**src/rtl/platform_collision.sv**
```systemverilog
// Platform collision: scans a writable table of horizontal platforms plus the
// screen floor, one entry per clock, and reports where the player can stand.
module platform_collision #(
    parameter int NUM_PLATFORMS = 8,
    parameter int COORD_W       = 16,
    parameter int PLAYER_SIZE_X = 36,
    parameter int PLAYER_SIZE_Y = 42,
    parameter int SCREEN_W      = 640,
    parameter int SCREEN_H      = 480,
    parameter int GROUND_TOL    = 1,
    localparam int AW = (NUM_PLATFORMS > 1) ? $clog2(NUM_PLATFORMS) : 1,
    localparam int HW = $clog2(NUM_PLATFORMS + 1)
) (
    input  logic               clk,
    input  logic               rst,
    input  logic               start,
    input  logic [COORD_W-1:0] playerX,
    input  logic [COORD_W-1:0] playerY,
    input  logic               plat_we,
    input  logic [AW-1:0]      plat_addr,
    input  logic               plat_en,
    input  logic [COORD_W-1:0] plat_x,
    input  logic [COORD_W-1:0] plat_y,
    input  logic [COORD_W-1:0] plat_w,
    output logic               grounded,
    output logic [COORD_W-1:0] groundedY,
    output logic [HW-1:0]      hit_index,
    output logic               wall_left,
    output logic               wall_right,
    output logic               busy,
    output logic               done
);

    localparam int EW = COORD_W + 1;
    localparam logic [EW-1:0]      PSX_E       = EW'(PLAYER_SIZE_X);
    localparam logic [EW-1:0]      PSY_E       = EW'(PLAYER_SIZE_Y);
    localparam logic [EW-1:0]      TOL_E       = EW'(GROUND_TOL);
    localparam logic [EW-1:0]      FLOOR_MIN_E = EW'(SCREEN_H - 1);
    localparam logic [EW-1:0]      WALL_R_E    = EW'(SCREEN_W - 1);
    localparam logic [COORD_W-1:0] FLOOR_SURF  = COORD_W'(SCREEN_H);
    localparam logic [COORD_W-1:0] PSY_C       = COORD_W'(PLAYER_SIZE_Y);
    localparam logic [HW-1:0]      LAST_IDX    = HW'(NUM_PLATFORMS - 1);
    localparam logic [HW-1:0]      FLOOR_IDX   = HW'(NUM_PLATFORMS);

    typedef enum logic [1:0] {IDLE, SCAN, RESOLVE} state_t;

    state_t state_reg, state_next;

    logic [COORD_W-1:0] px_reg, py_reg;
    logic [HW-1:0]      idx_reg;
    logic               best_valid_reg;
    logic [COORD_W-1:0] best_surf_reg;
    logic [HW-1:0]      best_idx_reg;

    logic               grounded_reg, wall_left_reg, wall_right_reg, done_reg;
    logic [COORD_W-1:0] grounded_y_reg;
    logic [HW-1:0]      hit_index_reg;

    // All comparisons run one bit wider than the coordinates so nothing wraps.
    logic [EW-1:0] pl_left, pl_right, feet;
    assign pl_left  = {1'b0, px_reg};
    assign pl_right = pl_left + PSX_E;
    assign feet     = {1'b0, py_reg} + PSY_E;

    logic [NUM_PLATFORMS-1:0]         match_vec;
    logic [NUM_PLATFORMS*COORD_W-1:0] surf_flat;

    genvar gi;
    generate
        for (gi = 0; gi < NUM_PLATFORMS; gi++) begin : g_entry
            logic               en_reg;
            logic [COORD_W-1:0] x_reg, y_reg, w_reg;
            logic [EW-1:0]      right_e, y_lo, y_hi;

            always_ff @(posedge clk) begin
                if (rst) begin
                    en_reg <= 1'b0;
                end else if (plat_we && plat_addr == AW'(gi)) begin
                    en_reg <= plat_en;
                end
            end

            always_ff @(posedge clk) begin
                if (!rst && plat_we && plat_addr == AW'(gi)) begin
                    x_reg <= plat_x;
                    y_reg <= plat_y;
                    w_reg <= plat_w;
                end
            end

            assign right_e = {1'b0, x_reg} + {1'b0, w_reg} - EW'(1);
            assign y_lo    = (y_reg == '0) ? '0 : {1'b0, y_reg} - EW'(1);
            assign y_hi    = {1'b0, y_reg} + TOL_E;

            assign match_vec[gi] = en_reg && (w_reg != '0)
                                 && (pl_left <= right_e) && (pl_right >= {1'b0, x_reg})
                                 && (feet >= y_lo) && (feet <= y_hi);
            assign surf_flat[gi*COORD_W +: COORD_W] = y_reg;
        end
    endgenerate

    logic [AW-1:0]      idx_sel;
    logic               cur_match, take_cur;
    logic [COORD_W-1:0] cur_surf;

    assign idx_sel   = idx_reg[AW-1:0];
    assign cur_match = match_vec[idx_sel];
    assign cur_surf  = surf_flat[idx_sel*COORD_W +: COORD_W];
    // Strict compare keeps the earlier (lower) index on equal surfaces.
    assign take_cur  = cur_match && (!best_valid_reg || cur_surf < best_surf_reg);

    logic               floor_match;
    logic               fin_valid;
    logic [COORD_W-1:0] fin_surf;
    logic [HW-1:0]      fin_idx;

    assign floor_match = (feet >= FLOOR_MIN_E);

    // Floor only wins when strictly higher than the best table hit.
    always_comb begin
        fin_valid = best_valid_reg;
        fin_surf  = best_surf_reg;
        fin_idx   = best_idx_reg;
        if (floor_match && (!best_valid_reg || FLOOR_SURF < best_surf_reg)) begin
            fin_valid = 1'b1;
            fin_surf  = FLOOR_SURF;
            fin_idx   = FLOOR_IDX;
        end
    end

    always_ff @(posedge clk) begin
        if (rst) begin
            state_reg <= IDLE;
        end else begin
            state_reg <= state_next;
        end
    end

    always_comb begin
        state_next = state_reg;
        case (state_reg)
            IDLE:    if (start) state_next = SCAN;
            SCAN:    if (idx_reg == LAST_IDX) state_next = RESOLVE;
            RESOLVE: state_next = IDLE;
            default: state_next = IDLE;
        endcase
    end

    always_ff @(posedge clk) begin
        if (rst) begin
            px_reg         <= '0;
            py_reg         <= '0;
            idx_reg        <= '0;
            best_valid_reg <= 1'b0;
            best_surf_reg  <= '0;
            best_idx_reg   <= '0;
            grounded_reg   <= 1'b0;
            grounded_y_reg <= '0;
            hit_index_reg  <= '0;
            wall_left_reg  <= 1'b0;
            wall_right_reg <= 1'b0;
            done_reg       <= 1'b0;
        end else begin
            done_reg <= 1'b0;
            case (state_reg)
                IDLE: begin
                    if (start) begin
                        px_reg         <= playerX;
                        py_reg         <= playerY;
                        idx_reg        <= '0;
                        best_valid_reg <= 1'b0;
                    end
                end
                SCAN: begin
                    if (take_cur) begin
                        best_valid_reg <= 1'b1;
                        best_surf_reg  <= cur_surf;
                        best_idx_reg   <= idx_reg;
                    end
                    idx_reg <= idx_reg + HW'(1);
                end
                RESOLVE: begin
                    grounded_reg <= fin_valid;
                    if (fin_valid) begin
                        grounded_y_reg <= fin_surf - PSY_C;
                        hit_index_reg  <= fin_idx;
                    end
                    wall_left_reg  <= (px_reg == '0);
                    wall_right_reg <= (pl_right >= WALL_R_E);
                    done_reg       <= 1'b1;
                end
                default: ;
            endcase
        end
    end

    assign grounded   = grounded_reg;
    assign groundedY  = grounded_y_reg;
    assign hit_index  = hit_index_reg;
    assign wall_left  = wall_left_reg;
    assign wall_right = wall_right_reg;
    assign done       = done_reg;
    assign busy       = (state_reg != IDLE);

endmodule

```
**config.mk**
```make
export PLATFORM = sky130hd
export DESIGN_NAME = platform_collision
export DESIGN_NICKNAME = d
export VERILOG_FILES = /design/src/rtl/platform_collision.sv
export SDC_FILE = /design/constraint.sdc
export NUM_CORES = 2
export LEC_CHECK = 0
export ABC_CLOCK_PERIOD_IN_PS = 7400
export BUFFER_PORTS_ARGS = -buffer_cell sky130_fd_sc_hd__buf_2
export CAP_MARGIN = 20
export CORE_ASPECT_RATIO = 2
export CORE_UTILIZATION = 54
export CTS_BUF_LIST = sky130_fd_sc_hd__clkbuf_16
export CTS_CLUSTER_SIZE = 10
export DETAILED_ROUTE_END_ITERATION = 10
export PLACE_DENSITY = 0.71
export REMOVE_ABC_BUFFERS = 1
export SYNTH_ARGS = -nofsm -noshare
export SYNTH_HDL_FRONTEND = slang
export SYNTH_SLANG_ARGS = --single-unit
```
**constraint.sdc**
```tcl
create_clock -name clk -period 7.4 [get_ports clk]
set_input_delay 1.48 -clock clk [delete_from_list [all_inputs] [get_ports clk]]
set_output_delay 1.48 -clock clk [all_outputs]
set_load 0.01 [all_outputs]
```
==> out/qor.txt <==
status: completed
grt total ovfl: 0
Max Root-Sink Buffers: 3
cts-stage hold buffer count: 0
fmax: 155 MHz
CTS buffer count: 54
DP Wirelength: 116,000 um
gpl congestion: 1.02
non-filler cells, final: 5,921
syn avg cell area: 9.05 um^2
DRC Markers: 0
Starting Density: 0.547
Worst Setup End Kind: flip-flop
synthesized area: 42,800 um^2
H-tree depth: 2
fin util: 0.595
MaxCap Viol Count: 0
Yosys Warn Count: 0
setup TNS: 0 ps
Sink Count: 475
RSZ-0062 raised after global routing: no
adder-cell share of the synthesized area: 0.242
root buffer cell: clkbuf_16
nets: 5,753
WL per Instance: 25.0 um
IO buf count: 112
Die Height: 400 um
drt pass-1 iters: 8
Post-synth EDFFs: 384
Worst Tran Pin Value: 1260 ps
mux contribution to synthesized area: 0.0218
core area: 78,200 um^2
Min-Delay Path Class: reg2reg
Post-synth ARST share: 0
Crit Path Category: reg2reg
CP max stage delay: 750 ps
Area Overhead vs Synth: 8.71%
simple-gate share of the synthesized area: 0.164
Reg clk slew, reported paths: 60 ps
final hold violations: 0
post-synthesis xor/xnor area fraction: 0.0629
Register Area: 13,400 um^2
Final Max Tran Viols: 0
post_cts resized: 0
Yosys cell types: 90
worst path required time: 7970 ps
Core Rows: 145
fin crit period: 6460 ps
Worst setup SP type: flip-flop
Yosys top cell area share: 0.270
global-route wire length before repair: 218,000 um
layout cells sized above 1: 0.0741
cell count after synthesis: 4,726
CTS tree: yes
Worst-Skew Late Latency: 650 ps
largest family of logic cells by synthesized area: adder cells
post-synthesis sequential area ratio: 0.312
top_reg_cell synth: edfxtp_1
via/cell ratio: 6.20
Worst slew margin: 0.158
Arr. time, crit path: 7030 ps
Peak VDD IR: 0.000193 V
post-CTS setup buffer count: 0
crit path max-delay cell type: a2111oi_0
num ports: 113
vias in the first global route: 36.9k
commonest non-fill, non-tap cell in the layout: ha_1
Clock Skew: 29.3 ps
Antenna Nets Post-Route: 0
1st-iter DRT viols: 2,504
final WL: 148,000 um
multi-input logic area: 26,700 um^2
Pleak: 0.0214 uW
final setup violation count: 0
DP Cell Count: 5,815
synthesis-stage register bit count: 475
total track usage: 0.369
Synth area leader: edfxtp_1
final worst path period share: 0.873
largest cells by area after synthesis: edfxtp_1, ha_1, inv_1
number of fill cells in the layout: 6,913
initial antenna violation count: 15
Die Wd: 201 um
Compound-Gate Fraction of Synth Area: 0.128
crit-path max FO: 15
largest net degree at the start of global routing: 79
commonest cells after routing, fill and taps aside: ha_1, inv_1, nand2_1
PwrDens: 151 nW/um^2
via count: 36.7k
die area: 80,400 um^2
[worst max-delay path: cells and delay by family (launching register included)]
family / cells / cell delay (ps)
flops: 1 / 340
simple gates: 6 / 460
buf+inv: 4 / 450
fa+ha+maj: 4 / 980
compound gates: 12 / 4130
[synth_stat cells (12+ instances only)]
library cell,count
a2111oi_0,22
a211oi_1,46
a21o_1,81
a21oi_1,312
a31oi_1,22
and3_1,48
and4_1,17
buf_1,12
clkbuf_1,102
dfxtp_1,91
edfxtp_1,384
ha_1,814
inv_1,639
mux2i_1,17
mux4_2,30
nand2_1,454
nand2b_1,51
nand3_1,170
nand4_1,102
nor2_1,254
nor2b_1,50
nor3_1,124
nor3_2,19
nor4_1,76
o211ai_1,20
o21a_1,29
o21ai_0,170
o21ai_1,15
o31ai_1,16
o41ai_1,13
or3_1,20
or4_1,12
xnor2_1,131
xor2_1,176
[per-layer routing]
| layer | vias up | routed length (um) | global-route usage |
|---|---|---|---|
| li1 | 17100 | - | - |
| met1 | 17200 | 45400 | 0.332 |
| met2 | 1563 | 71900 | 0.655 |
| met3 | 780 | 11000 | 0.0794 |
| met4 | 12 | 19600 | 0.405 |
| met5 | - | 78 | 0 |
[kinds of logic after synthesis]
family | Yosys count
flops | 475
xor+xnor | 307
mux | 52
simple gates | 1436
fa+ha+maj | 822
buf+inv | 772
other cells | 1
compound gates | 861
[per-stage QoR]
stage	cell area (um^2)	hold WS [ps]	power, uW	setup WS (ps)
2_1_floorplan	42200	438	3930	1600
3_3_place_gp	44800	438	4430	1330
3_5_place_dp	44800	445	4470	1230
4_1_cts	46500	452	6970	1140
5_1_grt	46500	474	7240	656
6_report	46500	448	7000	941
[final timing paths]
path / startpoint / end / slack [ps] / cells past startpoint
worst max-delay path: g_entry[5].w_reg[1] / best_surf_reg[14] / 940 / 26
worst min-delay path: groundedY[13] / groundedY[13] / 450 / 2
worst max register to register: g_entry[5].w_reg[1] / best_surf_reg[14] / 940 / 26
worst min register to register: groundedY[13] / groundedY[13] / 450 / 2
[cell type report]
class                           count  area share
Antenna cell                        8    0.000431
Clock buffer                       58      0.0312
Clock inverter                     39     0.00374
Inverter                          640      0.0517
Multi-Input combinational cell   3486       0.574
Sequential cell                   475       0.287
Tap cell                         1029      0.0277
Timing Repair Buffer              186      0.0240
[where the power goes]
part,total (uW),internal [uW],leakage (uW),switching (uW)
Clock,2550,1420,0.000926,1120
Combinational,1430,529,0.0162,903
Sequential,3020,2950,0.00421,79.6
Note: power is estimated with default switching activity, not from simulation.
